**src/rtl/psum_idx_pkg.sv**
```systemverilog
// Shared types and default widths for the psum index sequencer slice.
package psum_idx_pkg;

  localparam int unsigned F_W_DEF = 6;
  localparam int unsigned M_W_DEF = 8;
  localparam int unsigned N_W_DEF = 3;
  localparam int unsigned E_W_DEF = 8;
  localparam int unsigned P_W_DEF = 5;
  localparam int unsigned T_W_DEF = 3;
  localparam int unsigned B_W_DEF = 4;

  typedef enum logic [1:0] {
    IDLE    = 2'd0,
    EMIT    = 2'd1,
    ADVANCE = 2'd2,
    DONE    = 2'd3
  } state_e;

endpackage

```
**src/rtl/psum_index_sequencer_if.sv**
```systemverilog
// Index tuple stream: one {psum, channel, row, column} beat per valid/ready transfer.
interface psum_index_sequencer_if
  import psum_idx_pkg::*;
#(
  parameter int unsigned F_W = F_W_DEF,
  parameter int unsigned M_W = M_W_DEF,
  parameter int unsigned N_W = N_W_DEF,
  parameter int unsigned E_W = E_W_DEF
);

  logic           out_valid;
  logic           out_ready;
  logic [N_W-1:0] psum_index;
  logic [M_W-1:0] channel_index;
  logic [E_W-1:0] row_index;
  logic [F_W-1:0] col_index;
  logic           out_burst_last;
  logic           out_pass_last;

  modport master (
    output out_valid, psum_index, channel_index, row_index, col_index,
           out_burst_last, out_pass_last,
    input  out_ready
  );

  modport slave (
    input  out_valid, psum_index, channel_index, row_index, col_index,
           out_burst_last, out_pass_last,
    output out_ready
  );

endinterface

```
**src/rtl/wrap_counter.sv**
```systemverilog
// Counter that wraps to zero after reaching bound; load has priority over enable.
module wrap_counter #(
  parameter int unsigned WIDTH = 4
) (
  input  logic             clk,
  input  logic             reset,
  input  logic             enable,
  input  logic             load,
  input  logic [WIDTH-1:0] load_value,
  input  logic [WIDTH-1:0] bound,
  output logic [WIDTH-1:0] count,
  output logic             at_max
);

  logic [WIDTH-1:0] r_count;

  assign at_max = (r_count == bound);
  assign count  = r_count;

  always_ff @(posedge clk or posedge reset) begin
    if (reset) begin
      r_count <= '0;
    end else if (load) begin
      r_count <= load_value;
    end else if (enable) begin
      r_count <= at_max ? '0 : r_count + 1'b1;
    end
  end

endmodule

```
**src/rtl/psum_index_sequencer.sv**
```systemverilog
// Walks a (p, F, n) psum cursor in bursts, one burst per (e, t) group, emitting index tuples.
module psum_index_sequencer
  import psum_idx_pkg::*;
#(
  parameter int unsigned F_W = F_W_DEF,
  parameter int unsigned M_W = M_W_DEF,
  parameter int unsigned N_W = N_W_DEF,
  parameter int unsigned E_W = E_W_DEF,
  parameter int unsigned P_W = P_W_DEF,
  parameter int unsigned T_W = T_W_DEF,
  parameter int unsigned B_W = B_W_DEF
) (
  input  logic                  clk,
  input  logic                  reset,
  input  logic                  start,
  input  logic                  clear_m,
  input  logic [F_W-1:0]        cfg_F,
  input  logic [M_W-1:0]        cfg_M,
  input  logic [N_W-1:0]        cfg_n,
  input  logic [E_W-1:0]        cfg_e,
  input  logic [P_W-1:0]        cfg_p,
  input  logic [T_W-1:0]        cfg_t,
  input  logic [B_W-1:0]        cfg_burst,
  psum_index_sequencer_if.master out_if,
  output logic                  busy,
  output logic                  done
);

  localparam int unsigned CW = M_W + P_W + T_W;

  state_e r_state, w_next;

  logic [F_W-1:0] r_cfg_F;
  logic [M_W-1:0] r_cfg_M;
  logic [N_W-1:0] r_cfg_n;
  logic [E_W-1:0] r_cfg_e;
  logic [P_W-1:0] r_cfg_p;
  logic [T_W-1:0] r_cfg_t;
  logic [B_W-1:0] r_cfg_burst;

  logic [P_W-1:0] r_p_base;
  logic [F_W-1:0] r_f_base;
  logic [N_W-1:0] r_n_base;
  logic [M_W-1:0] r_m_base;
  logic           r_frozen;

  logic [P_W-1:0] w_p_cnt;
  logic [F_W-1:0] w_f_cnt;
  logic [N_W-1:0] w_n_cnt;
  logic [E_W-1:0] w_e_cnt;
  logic [T_W-1:0] w_t_cnt;
  logic [B_W-1:0] w_unused_beat_cnt;
  logic           w_p_max, w_f_max, w_n_max, w_e_max, w_t_max, w_beat_max;

  logic w_emit, w_adv_st, w_launch, w_accept, w_step;
  logic w_at_final, w_last_grp, w_burst_end, w_rewind, w_commit;

  logic [CW-1:0]     w_chan_sum;
  logic [CW-1:0]     w_m_sum;
  logic [M_W-1:0]    w_m_next;
  logic [CW-M_W-1:0] w_unused_chan_hi;

  assign w_emit      = (r_state == EMIT);
  assign w_adv_st    = (r_state == ADVANCE);
  assign w_launch    = (r_state == IDLE) && start;
  assign w_accept    = w_emit && out_if.out_ready;
  assign w_at_final  = w_p_max && w_f_max && w_n_max;
  assign w_last_grp  = w_e_max && w_t_max;
  assign w_burst_end = w_beat_max || w_at_final;
  assign w_step      = w_accept && !w_at_final;
  assign w_commit    = w_adv_st && w_last_grp;
  // Once the final tuple has been emitted the cursor stays there for the rest
  // of the sweep instead of rewinding, so later groups emit a single beat.
  assign w_rewind    = w_adv_st && !w_last_grp && !r_frozen;

  wrap_counter #(.WIDTH(P_W)) u_p_cnt (
    .clk(clk), .reset(reset),
    .enable(w_step), .load(w_launch || w_rewind),
    .load_value(w_launch ? '0 : r_p_base), .bound(r_cfg_p - P_W'(1)),
    .count(w_p_cnt), .at_max(w_p_max)
  );

  wrap_counter #(.WIDTH(F_W)) u_f_cnt (
    .clk(clk), .reset(reset),
    .enable(w_step && w_p_max), .load(w_launch || w_rewind),
    .load_value(w_launch ? '0 : r_f_base), .bound(r_cfg_F - F_W'(1)),
    .count(w_f_cnt), .at_max(w_f_max)
  );

  wrap_counter #(.WIDTH(N_W)) u_n_cnt (
    .clk(clk), .reset(reset),
    .enable(w_step && w_p_max && w_f_max), .load(w_launch || w_rewind),
    .load_value(w_launch ? '0 : r_n_base), .bound(r_cfg_n - N_W'(1)),
    .count(w_n_cnt), .at_max(w_n_max)
  );

  wrap_counter #(.WIDTH(E_W)) u_e_cnt (
    .clk(clk), .reset(reset),
    .enable(w_adv_st && !w_last_grp && w_t_max), .load(w_launch || w_commit),
    .load_value('0), .bound(r_cfg_e - E_W'(1)),
    .count(w_e_cnt), .at_max(w_e_max)
  );

  wrap_counter #(.WIDTH(T_W)) u_t_cnt (
    .clk(clk), .reset(reset),
    .enable(w_adv_st && !w_last_grp), .load(w_launch || w_commit),
    .load_value('0), .bound(r_cfg_t - T_W'(1)),
    .count(w_t_cnt), .at_max(w_t_max)
  );

  wrap_counter #(.WIDTH(B_W)) u_beat_cnt (
    .clk(clk), .reset(reset),
    .enable(w_accept), .load(w_launch || w_adv_st),
    .load_value('0), .bound(r_cfg_burst - B_W'(1)),
    .count(w_unused_beat_cnt), .at_max(w_beat_max)
  );

  assign w_chan_sum       = CW'(r_m_base) + CW'(w_p_cnt) + CW'(w_t_cnt) * CW'(r_cfg_p);
  assign w_unused_chan_hi = w_chan_sum[CW-1:M_W];
  assign w_m_sum          = CW'(r_m_base) + CW'(r_cfg_p) * CW'(r_cfg_t);
  assign w_m_next         = (w_m_sum >= CW'(r_cfg_M)) ? '0 : w_m_sum[M_W-1:0];

  always_ff @(posedge clk or posedge reset) begin
    if (reset) begin
      r_state <= IDLE;
    end else begin
      r_state <= w_next;
    end
  end

  always_ff @(posedge clk or posedge reset) begin
    if (reset) begin
      r_cfg_F     <= '0;
      r_cfg_M     <= '0;
      r_cfg_n     <= '0;
      r_cfg_e     <= '0;
      r_cfg_p     <= '0;
      r_cfg_t     <= '0;
      r_cfg_burst <= '0;
      r_p_base    <= '0;
      r_f_base    <= '0;
      r_n_base    <= '0;
      r_m_base    <= '0;
      r_frozen    <= 1'b0;
    end else begin
      if (r_state == IDLE && clear_m) r_m_base <= '0;
      if (w_launch) begin
        r_cfg_F     <= (cfg_F     == '0) ? F_W'(1) : cfg_F;
        r_cfg_M     <= (cfg_M     == '0) ? M_W'(1) : cfg_M;
        r_cfg_n     <= (cfg_n     == '0) ? N_W'(1) : cfg_n;
        r_cfg_e     <= (cfg_e     == '0) ? E_W'(1) : cfg_e;
        r_cfg_p     <= (cfg_p     == '0) ? P_W'(1) : cfg_p;
        r_cfg_t     <= (cfg_t     == '0) ? T_W'(1) : cfg_t;
        r_cfg_burst <= (cfg_burst == '0) ? B_W'(1) : cfg_burst;
        r_p_base    <= '0;
        r_f_base    <= '0;
        r_n_base    <= '0;
        r_frozen    <= 1'b0;
      end
      if (w_accept && w_at_final) r_frozen <= 1'b1;
      if (w_commit) begin
        r_p_base <= w_p_cnt;
        r_f_base <= w_f_cnt;
        r_n_base <= w_n_cnt;
      end
      if (r_state == DONE) r_m_base <= w_m_next;
    end
  end

  always_comb begin
    w_next = r_state;
    case (r_state)
      IDLE:    if (start) w_next = EMIT;
      EMIT:    if (w_accept && w_burst_end) w_next = (w_last_grp && w_at_final) ? DONE : ADVANCE;
      ADVANCE: w_next = EMIT;
      DONE:    w_next = IDLE;
      default: w_next = IDLE;
    endcase
  end

  always_comb begin
    out_if.out_valid      = w_emit;
    out_if.out_burst_last = w_emit && w_burst_end;
    out_if.out_pass_last  = w_emit && w_at_final && w_last_grp;
    out_if.psum_index     = w_n_cnt;
    out_if.channel_index  = w_chan_sum[M_W-1:0];
    out_if.row_index      = w_e_cnt;
    out_if.col_index      = w_f_cnt;
    busy                  = w_emit || w_adv_st;
    done                  = (r_state == DONE);
  end

endmodule

```
**src/flat_wrapper.sv**
```systemverilog
// flat-port wrapper written by rule: the top's interface ports become plain ports
module psum_index_sequencer_flat import psum_idx_pkg::*;
#(
  parameter int unsigned F_W = F_W_DEF,
  parameter int unsigned M_W = M_W_DEF,
  parameter int unsigned N_W = N_W_DEF,
  parameter int unsigned E_W = E_W_DEF,
  parameter int unsigned P_W = P_W_DEF,
  parameter int unsigned T_W = T_W_DEF,
  parameter int unsigned B_W = B_W_DEF
)
  (clk, reset, start, clear_m, cfg_F, cfg_M, cfg_n, cfg_e, cfg_p, cfg_t, cfg_burst, busy, done, out_if_out_valid, out_if_psum_index, out_if_channel_index, out_if_row_index, out_if_col_index, out_if_out_burst_last, out_if_out_pass_last, out_if_out_ready);
  psum_index_sequencer_if #(.F_W(F_W), .M_W(M_W), .N_W(N_W), .E_W(E_W)) out_if_i ();
  input  logic clk;
  input  logic reset;
  input  logic start;
  input  logic clear_m;
  input  logic [F_W-1:0] cfg_F;
  input  logic [M_W-1:0] cfg_M;
  input  logic [N_W-1:0] cfg_n;
  input  logic [E_W-1:0] cfg_e;
  input  logic [P_W-1:0] cfg_p;
  input  logic [T_W-1:0] cfg_t;
  input  logic [B_W-1:0] cfg_burst;
  output logic busy;
  output logic done;
  output wire logic [$bits(out_if_i.out_valid)-1:0] out_if_out_valid;
  output wire logic [$bits(out_if_i.psum_index)-1:0] out_if_psum_index;
  output wire logic [$bits(out_if_i.channel_index)-1:0] out_if_channel_index;
  output wire logic [$bits(out_if_i.row_index)-1:0] out_if_row_index;
  output wire logic [$bits(out_if_i.col_index)-1:0] out_if_col_index;
  output wire logic [$bits(out_if_i.out_burst_last)-1:0] out_if_out_burst_last;
  output wire logic [$bits(out_if_i.out_pass_last)-1:0] out_if_out_pass_last;
  input wire logic [$bits(out_if_i.out_ready)-1:0] out_if_out_ready;
  assign out_if_out_valid = out_if_i.out_valid;
  assign out_if_psum_index = out_if_i.psum_index;
  assign out_if_channel_index = out_if_i.channel_index;
  assign out_if_row_index = out_if_i.row_index;
  assign out_if_col_index = out_if_i.col_index;
  assign out_if_out_burst_last = out_if_i.out_burst_last;
  assign out_if_out_pass_last = out_if_i.out_pass_last;
  assign out_if_i.out_ready = out_if_out_ready;
  psum_index_sequencer #(.F_W(F_W), .M_W(M_W), .N_W(N_W), .E_W(E_W), .P_W(P_W), .T_W(T_W), .B_W(B_W)) u_core (.clk(clk), .reset(reset), .start(start), .clear_m(clear_m), .cfg_F(cfg_F), .cfg_M(cfg_M), .cfg_n(cfg_n), .cfg_e(cfg_e), .cfg_p(cfg_p), .cfg_t(cfg_t), .cfg_burst(cfg_burst), .out_if(out_if_i), .busy(busy), .done(done));
endmodule
```
**config.mk**
```make
export PLATFORM = sky130hd
export DESIGN_NAME = psum_index_sequencer_flat
export DESIGN_NICKNAME = d
export VERILOG_FILES = /design/src/rtl/psum_idx_pkg.sv /design/src/rtl/psum_index_sequencer_if.sv /design/src/rtl/wrap_counter.sv /design/src/rtl/psum_index_sequencer.sv /design/src/flat_wrapper.sv
export SDC_FILE = /design/constraint.sdc
export NUM_CORES = 1
export LEC_CHECK = 0
export CAP_MARGIN = 10
export CORE_ASPECT_RATIO = 0.8
export CORE_MARGIN = 1
export CORE_UTILIZATION = 62
export CTS_BUF_LIST = sky130_fd_sc_hd__clkbuf_2 sky130_fd_sc_hd__clkbuf_4 sky130_fd_sc_hd__clkbuf_8
export CTS_CLUSTER_DIAMETER = 100
export CTS_CLUSTER_SIZE = 16
export DETAILED_ROUTE_END_ITERATION = 7
export DONT_BUFFER_PORTS = 1
export PLACE_DENSITY = 0.9
export RECOVER_POWER = 50
export SYNTH_ARGS = -nofsm -noshare
export SYNTH_HDL_FRONTEND = slang
export SYNTH_SLANG_ARGS = --single-unit
```
**constraint.sdc**
```tcl
create_clock -name clk -period 6.5 [get_ports clk]
set_input_delay 0.325 -clock clk [delete_from_list [all_inputs] [get_ports clk]]
set_output_delay 0.325 -clock clk [all_outputs]
set_load 0.02 [all_outputs]
```
==> results by group, run 1 <==
Die
  – Die area: 10,800 um^2
  – Die Width: 116 um
  – Initial Util: 65.4%
  – # IOs: just over 70
  – Site Rows: 32
  – Die Ht: 93.3 um
  – Core area: 9890 um^2

Clocking
  – Clk root buf: clkbuf_8
  – CTS tree: done
  – H-tree levels: 3
  – CTS clk-pin slew, worst paths: 0.09 ns
  – Post-CTS resize count: 0
  – Clk sink count: 91
  – Worst skew pair latency: 0.38 ns
  – Clock Path Buffers: 2
  – CTS buffer count: 9

Pwr
  – Pwr per Cell Area: 511 nW/um^2
  – Sw Share: roughly half
  – Combinational share of power: 57.0%
  – Clock share of power: between 10% and 20%
  – Internal power: 0.00171 W
  – Maximum VDD drop: 0.291 mV
  – Static leakage: 3.21 nW
  – Part of the power in registers: 32.2%
  – P_sw: 0.00172 W

STA
  – Slew Limit Fails: 75
  – Worst Max-Slew Pin Slew: roughly 4.0 ns
  – Fin crit share: 77.3%
  – Final setup TNS: 0 ns
  – Slew HR: -166%
  – Max Clk Rate: ~0.2 GHz
  – Min Tclk post-route: 5.02 ns
  – RSZ-0062 raised after global routing: false
  – Final Hold Viols: 0
  – Final setup viols: 0
  – Clk_skew: 0.0125 ns

Global route
  – Vias in the first global route: ~5,300
  – Largest net degree at the start of global routing: 92
  – Global-route wire length before repair: approximately 25 mm
  – GRT Total Usage: 29.9%
  – Antenna violations before repair: 0
  – Grt ovf: 0

Worst setup path
  – Worst Setup Start Kind: flip-flop
  – Worst R2R Start: u_core.r_cfg_p[2]$_DFFE_PP0P_
  – CP startpoint: u_core.r_cfg_p[2]$_DFFE_PP0P_
  – WS Path Type: flip-flop to flip-flop
  – CP max FO: 10
  – CP Cell Sequence: nand2_1 -> fa_1 -> inv_1 -> fa_1 -> inv_1 -> fa_1 -> nor2b_1 -> o21ai_0 -> a21oi_1 -> o21a_1 -> nor2_1 -> xnor2_1 -> ha_1 -> a22oi_1 -> o2111ai_1 -> a311oi_1 -> a22o_1
  – Max stage delay on crit path: 0.81 ns
  – Worst path slowest cell: a311oi_1
  – Worst path arrival time: 5.33 ns
  – Worst path required time: roughly 6.8 ns
  – Critical Path Most Common Cell: fa_1
  – Worst setup EP type: flip-flop

Synthesis
  – Top post-synthesis cells by area: dfrtp_1 35%, ha_1 9.3%, fa_1 6.8%, nand2_1 6.0%, o21ai_0 5.4%
  – Area leader, netlist: dfrtp_1
  – Synth Register Bits: just over 90
  – Netlist cell types: 60
  – Sequential area share after synthesis: 35.2%
  – FFs w/ async S/R, synth: 100%
  – Synthesized area: ~6500 um^2
  – Count leader, synth: nand2_1
  – Share of the synthesized area in the top cell type: approximately a third
  – Top post-synthesis cells by count: 103 x nand2_1, 91 x dfrtp_1, 86 x inv_1
  – Yosys warns: 0
  – Cell count after synthesis: between 700 and 800
  – Syn nets: roughly 850
  – Syn avg cell area: approximately 8.8 um^2
  – Post-synth EDFFs: 0
  – Main synth FF type: dfrtp_1

Route
  – DR DRC count: 0
  – Iteration-0 DRC Markers: 400
  – Antenna Nets Post-Route: 0
  – DR pass1 iterations: 5
  – Vias: ~5,300
  – Vias per inst: 6.17
  – Post-Route WL: 15.2 mm
  – WL/cell: 17.5 um

Status
  – Status: finished, violations left
  – Failing checks: max-capacitance violations, max-slew violations

Final layout
  – Share of cells above drive strength 1: 4.40%
  – Finished Cell Area: about 6700 um^2
  – # nets final: roughly 840
  – Diodes inserted: 0
  – Area Overhead vs Synth: 3.79%

Run
  – MaxCap Viol Count: 1

Placed design
  – Port bufs: 0
  – Detailed-placement wirelength estimate: 11.0 mm
  – Placer Congestion: 0.931
  – DP Area: 6520 um^2

Worst hold path
  – HP Start: cfg_F[5]
  – Min-delay worst type: primary input to flip-flop
[layout by cell type (no fill, tap or decap), types with 2 or more instances in the layout]
cell / count
a22oi_1: 2
fa_1: 22
nand2_1: 103
and3_1: 5
a31oi_1: 10
nand3_1: 27
xor2_1: 13
mux2_2: 2
a22o_1: 12
nand4_1: 5
inv_1: 85
nor3b_1: 2
ha_1: 48
mux2i_1: 2
a21o_1: 10
and2_1: 20
o21ai_0: 70
or3_1: 3
o21bai_1: 4
clkbuf_8: 10
clkbuf_1: 2
nor2b_1: 3
nor3_1: 19
xnor2_1: 38
nand2b_1: 7
clkbuf_4: 5
a211oi_1: 4
nor4_1: 7
nor2_1: 31
dfrtp_1: 91
a2bb2oi_1: 2
a21oi_1: 33
[flip-flops by register name, summed over array words and instances (netlist names)]
register                 count
u_core.r_cfg_M               8
u_core.r_cfg_e               8
u_core.r_m_base              8
u_core.u_e_cnt.count         8
u_core.r_cfg_F               6
u_core.r_f_base              6
u_core.u_f_cnt.count         6
u_core.r_cfg_p               5
u_core.r_p_base              5
u_core.u_p_cnt.count         5
u_core.r_cfg_burst           4
u_core.u_beat_cnt.count      4
u_core.r_cfg_n               3
u_core.r_cfg_t               3
u_core.r_n_base              3
u_core.u_n_cnt.count         3
u_core.u_t_cnt.count         3
u_core.r_state               2
u_core.r_frozen              1
[worst max-delay path: cells and delay by family (launching register included)]
family | cells | cell delay, ns
AOI/OAI and AO/OA | 7 | 1.91
and+or+nand+nor | 3 | 0.33
buffers and inverters | 2 | 0.12
adders and majority gates | 4 | 1.80
DFF | 1 | 0.57
xor gates and xnor gates | 1 | 0.21
[per-stage QoR]
stage | hold slack [ns] | setup WS, ns | utilization (%) | cells | power [W]
2_1_floorplan | 0.430 | 2.17 | - | 737 | 0.00257
3_3_place_gp | 0.433 | 2.00 | 65.9 | 846 | 0.00286
4_1_cts | 0.0539 | 1.57 | 67.8 | 862 | 0.00340
6_report | 0.0541 | 1.48 | 67.9 | 864 | 0.00343
3_5_place_dp | 0.438 | 1.61 | 65.9 | 846 | 0.00302
5_1_grt | 0.0489 | 0.613 | 67.9 | 864 | 0.00372
[power by group through the flow]
stage	Sequential, W	Combinational (W)	Clock (W)
global placement	0.00109	0.00177	0
floorplan	0.000992	0.00158	0
CTS	0.00110	0.00193	0.000370
global route	0.00114	0.00220	0.000389
finish	0.00110	0.00196	0.000370
detailed placement	0.00111	0.00191	0
[layer usage]
metal  up-vias  GRT usage (%)  part of all wire, %
met2       257           48.5                   49
met4         0           12.7                  3.3
met5         -              0                    0
li1       2451              -                    -
met1      2575           37.0                   40
met3        48           9.14                  8.3
[kinds of logic after synthesis]
group,share of synthesized area [%]
DFF,35.2
muxes,0.658
xor gates and xnor gates,7.16
and+or+nand+nor,18.3
AOI/OAI and AO/OA,15.4
adders and majority gates,16.1
buffers and inverters,7.10
[worst paths after layout]
path	end	slack (ns)	depth (start not counted)
max	u_core.r_m_base[2]$_DFFE_PP0P_	1.48	17
min	u_core.r_cfg_F[5]$_DFFE_PP0P_	0.05	2
max reg2reg	u_core.r_m_base[2]$_DFFE_PP0P_	1.48	17
min reg2reg	u_core.r_cfg_e[7]$_DFFE_PP0P_	0.51	2
max in group asynchronous	u_core.r_p_base[4]$_DFF_PP0_	1.54	4
min in group asynchronous	u_core.u_beat_cnt.count[1]$_DFFE_PP0P_	0.68	3
[timing repair]
action,4_1_cts,5_1_grt
endpoints found under the hold margin,0,17
setup buffers,0,0
hold buffers,0,1
[area by class of cell]
| class | instances | area (um^2) |
|---|---|---|
| Clock buffer | 15 | 175 |
| Inverter | 86 | 324 |
| Timing Repair Buffer | 4 | 25.0 |
| Sequential cell | 91 | 2280 |
| Multi-Input combinational cell | 531 | 3730 |
| Clock inverter | 1 | 8.76 |
| Tap cell | 136 | 170 |
| Fill cell | 749 | 3180 |
Note: power is estimated with default switching activity, not from simulation.
==> inputs of run 2 (changes only) <==
Settings changed: ABC_AREA set to 1, CORE_UTILIZATION 62 to 60, PLACE_DENSITY 0.9 to 0.91.
Clock period 6.5 ns to 4.38 ns, I/O delays scaled along.
==> run 2 against run 1 <==
The flow still finishes with violations (max-capacitance violations, max-slew violations). Global-route usage shrank 2.1 points. Clock skew shrank 0.00054 ns. Area after synthesis grew 5.0%. Critical path depth shrank 2. Sequential power grew 30%. Worst hold slack lost 0.038 ns. Sequential share of layout area shrank 2.5 points. First-iteration DRC count grew 10%. Utilization shrank 1.4 points. Setup slack lost 1.2 ns. Sequential cell count is the same. Largest power group unchanged.
==> results by group, run 2 <==
Die
  – # IOs: 72 (unchanged)
  – Die Ht: 97.2 um (+4.1%)
  – Die area: 11,700 um^2 (+8.4%)
  – Initial Util: 62.1% (-3.3 points)
  – Core area: 10,900 um^2 (+11%)
  – Die Width: 121 um (+4.1%)
  – Site Rows: 34 (+6.3%)

Synthesis
  – Synth Register Bits: 91 (unchanged)
  – Cell count after synthesis: 896 (+22%)
  – Top post-synthesis cells by area: dfrtp_1 34%, nand2_1 11%, inv_1 9.2%, ha_1 8.8%, fa_1 6.5%
  – Yosys warns: 0 (unchanged)
  – FFs w/ async S/R, synth: 100% (unchanged)
  – Main synth FF type: dfrtp_1
  – Share of the synthesized area in the top cell type: 33.5% (-1.7 points)
  – Sequential area share after synthesis: 33.5% (-1.7 points)
  – Top post-synthesis cells by count: 196 x nand2_1, 167 x inv_1, 91 x dfrtp_1
  – Area leader, netlist: dfrtp_1
  – Syn avg cell area: 7.58 um^2 (-14%)
  – Netlist cell types: 43 (-28%)
  – Post-synth EDFFs: 0 (unchanged)
  – Count leader, synth: nand2_1
  – Synthesized area: 6790 um^2 (+5.0%)
  – Syn nets: 1,008 (+19%)

Route
  – Antenna Nets Post-Route: 0 (unchanged)
  – Vias: 5,861 (+9.9%)
  – Post-Route WL: 15.2 mm (+0.57%)
  – Vias per inst: 5.59 (-9.4%)
  – Iteration-0 DRC Markers: 441 (+10%)
  – WL/cell: 14.5 um (-17%)
  – DR DRC count: 0 (unchanged)
  – DR pass1 iterations: 6 (+1)

STA
  – Final setup viols: 0 (unchanged)
  – Min Tclk post-route: 4.15 ns
  – RSZ-0062 raised after global routing: false
  – Slew HR: -26.6% (+140 points)
  – Worst Max-Slew Pin Slew: 1.89 ns (-2.11 ns)
  – Final setup TNS: 0 ns (unchanged)
  – Max Clk Rate: roughly 0.24 GHz
  – Final Hold Viols: 0 (unchanged)
  – Slew Limit Fails: 46 (-39%)
  – Clk_skew: 0.0120 ns (-0.000539 ns)
  – Fin crit share: 94.8%

Clocking
  – CTS buffer count: 9 (unchanged)
  – Worst skew pair latency: 0.37 ns (about the same)
  – Clk root buf: clkbuf_8
  – Clk sink count: 91 (unchanged)
  – CTS clk-pin slew, worst paths: 0.09 ns (about the same)
  – CTS tree: done
  – Clock Path Buffers: 2 (unchanged)
  – H-tree levels: 3 (unchanged)

Global route
  – Vias in the first global route: 5,379 (+2.0%)
  – Largest net degree at the start of global routing: 103 (+12%)
  – Grt ovf: 0 (unchanged)
  – Antenna violations before repair: 0 (unchanged)
  – Global-route wire length before repair: 25.7 mm (+3.6%)
  – GRT Total Usage: 27.8% (-2.1 points)

Final layout
  – Most frequent cells in the layout: 195 x nand2_1, 166 x inv_1, 85 x nand3_1, 85 x dfrtp_1, 50 x nor2_1
  – Share of cells above drive strength 1: 6.08% (+1.7 points)
  – Area Overhead vs Synth: 6.98%
  – Reg area: 2280 um^2 (+0.33%)
  – # nets final: 1,011 (+21%)
  – Multi-input gate area: 3750 um^2 (+0.60%)
  – Filler cells: 840 (+12%)
  – Commonest non-fill, non-tap cell in the layout: nand2_1
  – Diodes inserted: 0 (unchanged)

Worst hold path
  – Min-delay worst type: primary input to flip-flop

Worst setup path
  – WS Path Type: flip-flop to primary output
  – Worst path slowest cell: fa_1
  – Worst path arrival time: 3.93 ns (-1.40 ns)
  – Buffers & Inverters on Critical Path: 2 (unchanged)
  – Crit path max-delay family: adder cells
  – Worst Setup Start Kind: flip-flop
  – Worst setup EP type: primary output
  – CP max FO: 7 (-3)
  – Critical Path Most Common Cell: nor2_1
  – CP Cell Sequence: buf_4 -> nand2_1 -> inv_1 -> fa_1 -> fa_1 -> fa_1 -> ha_1 -> nand2_1 -> nor2_1 -> a211oi_2 -> nor2_1 -> nor2_1 -> nor2_1 -> nor2_1 -> xor2_2
  – Max stage delay on crit path: 0.55 ns (-0.26 ns)
  – Worst path required time: 4.16 ns (-2.64 ns)
  – FF-to-FF setup slack: 0.30 ns (-1.18 ns)

Status
  – Failing checks: max-capacitance violations, max-slew violations
  – Status: finished, violations left

Run
  – MaxCap Viol Count: 1 (unchanged)

Placed design
  – Port bufs: 0 (unchanged)
  – Detailed-placement wirelength estimate: 11.4 mm (+3.8%)
  – Placer Congestion: 0.938 (+0.77%)

Pwr
  – Pwr per Cell Area: 666 nW/um^2 (+30%)
  – Total power: 0.00484 W (+41%)
  – Static leakage: 3.84 nW (+20%)
  – Maximum VDD drop: 0.435 mV (+49%)
-- run 2: changes by cell type after synthesis, moves of 17 or more --
cell / change
xnor2_1: -17
nand2_1: +93
nand3_1: +58
inv_1: +81
nand4_1: +26
o21ai_0: -23
and2_1: -21
nor2_1: +19
-- run 2: per-layer routing --
layer  vias to the layer above  routed length [um]  global-route usage (%)
li1                       2856                   -                       -
met2                       246                7070                    43.2
met1                      2738                6630                    39.5
met3                        21                1230                    4.34
met4                         0                 313                    9.40
met5                         -                   0                       0
-- run 2: logic make-up after synthesis --
family	share of synthesized area, %
adders and majority gates	15.3
DFF	33.5
xor gates and xnor gates	5.29
and+or+nand+nor	25.5
AOI/OAI and AO/OA	8.31
muxes	0.147
buffers and inverters	11.9
-- run 2: what timing repair did --
item                       4_1_cts  5_1_grt
hold buffers                    15        0
setup buffers                    0        0
hold endpoints to repair        58        0
gates resized for setup          0       13
setup endpoints to repair        0       10
-- run 2: cell type report --
class | count | area share [%]
timing repair buffer | 22 | 2.70
tap | 144 | 2.48
sequential | 91 | 31.5
inverter | 173 | 8.96
clock buffer | 9 | 1.71
multi-input combinational | 602 | 51.7
clock inverter | 7 | 1.05
-- run 2: worst register-to-register path: stages (launching register included) --
cell     delay (ns)
dfrtp_2        0.43
nand2_1        0.10
fa_1           0.55
inv_1          0.06
fa_1           0.54
inv_1          0.07
fa_1           0.47
o21ai_2        0.20
nand2_1        0.08
nand2_1        0.06
a21oi_1        0.07
xnor2_1        0.20
ha_1           0.29
a21oi_1        0.13
o21ai_0        0.10
a21oi_1        0.13
nand3_1        0.15
inv_1          0.19
nand3_1        0.10
o21ai_0        0.10
-- run 2: power by group --
| group | switching (W) | internal [W] |
|---|---|---|
| clock network | 0.000323 | 0.000269 |
| logic | 0.00181 | 0.00101 |
| registers | 0.000335 | 0.00109 |
-- run 2: through the flow --
step / setup WS [ns] / util (%) / hold slack [ns] / area, um^2 / instances
3_3_place_gp: 0.330 / 62.9 / 0.250 / 6870 / 1017
2_1_floorplan: 0.517 / - / 0.329 / 6790 / 896
5_1_grt: 0.00693 / 66.4 / 0.0274 / 7260 / 1048
4_1_cts: 0.0372 / 66.1 / 0.00404 / 7220 / 1048
6_report: 0.226 / 66.4 / 0.0159 / 7260 / 1048
3_5_place_dp: 0.173 / 62.9 / 0.252 / 6870 / 1017
-- run 2: worst paths after layout --
check	from	end	cells past startpoint
setup / recovery	u_core.r_cfg_p[2]$_DFFE_PP0P_	out_if_channel_index[7]	15
hold / removal	cfg_e[5]	u_core.r_cfg_e[5]$_DFFE_PP0P_	2
setup reg to reg	u_core.r_cfg_t[2]$_DFFE_PP0P_	u_core.r_m_base[3]$_DFFE_PP0P_	19
hold reg to reg	u_core.r_cfg_M[2]$_DFFE_PP0P_	u_core.r_cfg_M[2]$_DFFE_PP0P_	2
max in group asynchronous	reset	u_core.r_cfg_p[3]$_DFFE_PP0P_	3
min in group asynchronous	reset	u_core.u_e_cnt.count[5]$_DFFE_PP0P_	2
==> inputs of run 3 (changes only) <==
==> constraint.sdc (replaced) <==
create_clock -name clk -period 4.38 [get_ports clk]
set_input_delay 0.657 -clock clk [delete_from_list [all_inputs] [get_ports clk]]
set_output_delay 0.657 -clock clk [all_outputs]
set_load 0.02 [all_outputs]
==> run 3 against run 2 <==
The flow still finishes with violations (max-capacitance violations, max-slew violations). First-iteration DRC count down 19%. Clock power up 5.7%. Setup slack worse by 0.21 ns. Highest routed layer unchanged. Fmax down 4.8%.
==> results by group, run 3 (synthesis gave the netlist of run 2 again) <==
Status
  – Status: finished, violations left
  – Failing checks: max-capacitance violations, max-slew violations

Pwr
  – Pwr per Cell Area: 698 nW/um^2 (+4.7%)
  – Static leakage: 3.81 nW (-0.81%)
  – Maximum VDD drop: 0.443 mV (+1.9%)

Worst setup path
  – CP max FO: 4 (-3)
  – WS Path Type: flip-flop to primary output
  – Worst path required time: 3.72 ns (-0.44 ns)
  – Worst r2r path cells: 20 (+1)
  – FF-to-FF setup slack: 0.34 ns (+0.04 ns)
  – Reg2reg end: u_core.r_m_base[5]$_DFFE_PP0P_
  – Worst Setup Start Kind: flip-flop
  – Worst R2R Start: u_core.r_cfg_p[2]$_DFFE_PP0P_
  – Worst setup EP type: primary output
  – Worst path arrival time: 3.71 ns (-0.22 ns)

Route
  – Post-Route WL: 15.4 mm (+1.2%)
  – DR pass1 iterations: 5 (-1)
  – Vias per inst: 5.67 (+1.4%)
  – Vias: 5,886 (+0.43%)
  – WL/cell: 14.9 um (+2.2%)
  – Iteration-0 DRC Markers: 357 (-19%)
  – DR DRC count: 0 (unchanged)
  – Antenna Nets Post-Route: 0 (unchanged)

Final layout
  – Most frequent cells in the layout: 193 x nand2_1, 165 x inv_1, 84 x nand3_1, 84 x dfrtp_1, 50 x nor2_1
  – Area Overhead vs Synth: 6.47%
  – Reg area: 2290 um^2 (about the same)
  – Diodes inserted: 0 (unchanged)
  – # nets final: 1,002 (-0.89%)
  – Multi-input gate area: 3810 um^2 (+1.4%)
  – Final Util: 66.1% (-0.32 points)
  – Filler cells: 853 (+1.5%)
  – Post-Layout Cell Count: 1,038 (-0.95%)
  – Commonest non-fill, non-tap cell in the layout: nand2_1
  – Share of cells above drive strength 1: 7.83% (+1.7 points)

STA
  – Final Hold Viols: 0 (unchanged)
  – Fin crit share: 99.6% (+4.8 points)
  – Slew Limit Fails: 39 (-15%)
  – Final setup TNS: 0 ns (unchanged)
  – Clk_skew: 0.0177 ns (+0.00573 ns)
  – Slew HR: -11.6% (+15 points)
  – Worst Max-Slew Pin Slew: 1.66 ns (-0.224 ns)
  – Min Tclk post-route: 4.36 ns (+0.210 ns)
  – Final setup viols: 0 (unchanged)
  – Max Clk Rate: 0.229 GHz (-4.8%)
  – Final setup margin: 0.0161 ns (-0.210 ns)
  – Min Hold Slack: 0.409 ns (+0.393 ns)
  – RSZ-0062 raised after global routing: true

Die
  – Site Rows: 34 (unchanged)
  – # IOs: 72 (unchanged)
  – Die Ht: 97.2 um (unchanged)
  – Core area: 10,900 um^2 (unchanged)
  – Die area: 11,700 um^2 (unchanged)
  – Die Width: 121 um (unchanged)
  – Initial Util: 62.1% (unchanged)

Global route
  – Vias in the first global route: 5,447 (+1.3%)
  – Grt ovf: 0 (unchanged)
  – GRT Total Usage: 27.6% (-0.11 points)
  – Antenna violations before repair: 0 (unchanged)
  – Largest net degree at the start of global routing: 103 (unchanged)
  – Global-route wire length before repair: 25.8 mm (+0.43%)

Clocking
  – Clk sink count: 91 (unchanged)
  – H-tree levels: 3 (unchanged)
  – CTS tree: done
  – Clock Path Buffers: 2 (unchanged)
  – Hold_buf cts: 0 (-15)
  – CTS buffer count: 9 (unchanged)
  – CTS clk-pin slew, worst paths: 0.09 ns (about the same)
  – Worst skew pair latency: 0.36 ns (about the same)
  – Clk root buf: clkbuf_8

Placed design
  – Detailed-placement wirelength estimate: 11.3 mm (-1.2%)
  – Placer Congestion: 0.946 (+0.84%)
  – Cells after DPL: 1,019 (+0.20%)
  – Pre-CTS WS: 0.179 ns (+0.00611 ns)
  – Port bufs: 0 (unchanged)

Worst hold path
  – Hold-critical path depth: 2 (unchanged)
  – Hold path endpoint: u_core.r_cfg_e[7]$_DFFE_PP0P_
  – Min-delay worst type: primary input to flip-flop
  – HP Start: cfg_e[7]

Run
  – MaxCap Viol Count: 1 (unchanged)
[run 3: what timing repair did]
action	4_1_cts	5_1_grt
pin swaps	1	7
buffers inserted	3	1
setup endpoints to repair	3	10
gates resized for setup	8	17
[run 3: worst max-delay path: stages, from the launching register on]
cell,delay (ns)
dfrtp_1,0.43
nand2_1,0.11
fa_1,0.54
fa_1,0.44
fa_1,0.56
inv_1,0.06
ha_1,0.28
nand2_1,0.06
nor2_1,0.05
a211oi_2,0.21
nor2_1,0.07
nor2_1,0.09
nor2_1,0.04
nor2_1,0.11
xor2_1,0.15
buf_4,0.16
[run 3: how the worst max path moves through the flow]
stage	end	cells past startpoint	slack, ns	from
after detailed placement	u_core.r_m_base[6]$_DFFE_PP0P_	19	0.18	u_core.r_cfg_p[0]$_DFFE_PP0P_
after floorplan	out_if_channel_index[6]	15	0.21	u_core.r_cfg_p[1]$_DFFE_PP0P_
after global routing	out_if_channel_index[7]	15	-0.19	u_core.u_t_cnt.count[1]$_DFFE_PP0P_
after global placement	out_if_channel_index[6]	15	0.25	u_core.r_cfg_p[0]$_DFFE_PP0P_
after CTS	out_if_channel_index[7]	15	0.004	u_core.r_cfg_p[2]$_DFFE_PP0P_
final	out_if_channel_index[6]	15	0.02	u_core.u_t_cnt.count[1]$_DFFE_PP0P_
[run 3: metrics by stage]
step | area, um^2 | power, W
finish | 7230 | 0.00504
global route | 7230 | 0.00555
CTS | 7150 | 0.00485
detailed placement | 6890 | 0.00416
global placement | 6890 | 0.00403
floorplan | 6790 | 0.00354
[run 3: layout make-up]
type,instances,area share [%]
multi-input cells,602,52.6
flip-flops and latches,91,31.6
inverters,173,9.03
well taps,144,2.49
clock buffers,9,1.71
repair buffers,13,1.26
clock inverters,6,1.23
[run 3: metal layers]
layer / global-route usage [%] / wire length [um]
met5: 0 / 0
met4: 8.83 / 379
met3: 5.22 / 1130
met2: 42.2 / 7000
met1: 39.7 / 6910
[run 3: power breakdown]
group          internal, W  switching, W  total [W]
Sequential         0.00109      0.000346    0.00144
Combinational      0.00109       0.00189    0.00298
Clock             0.000319      0.000306   0.000626
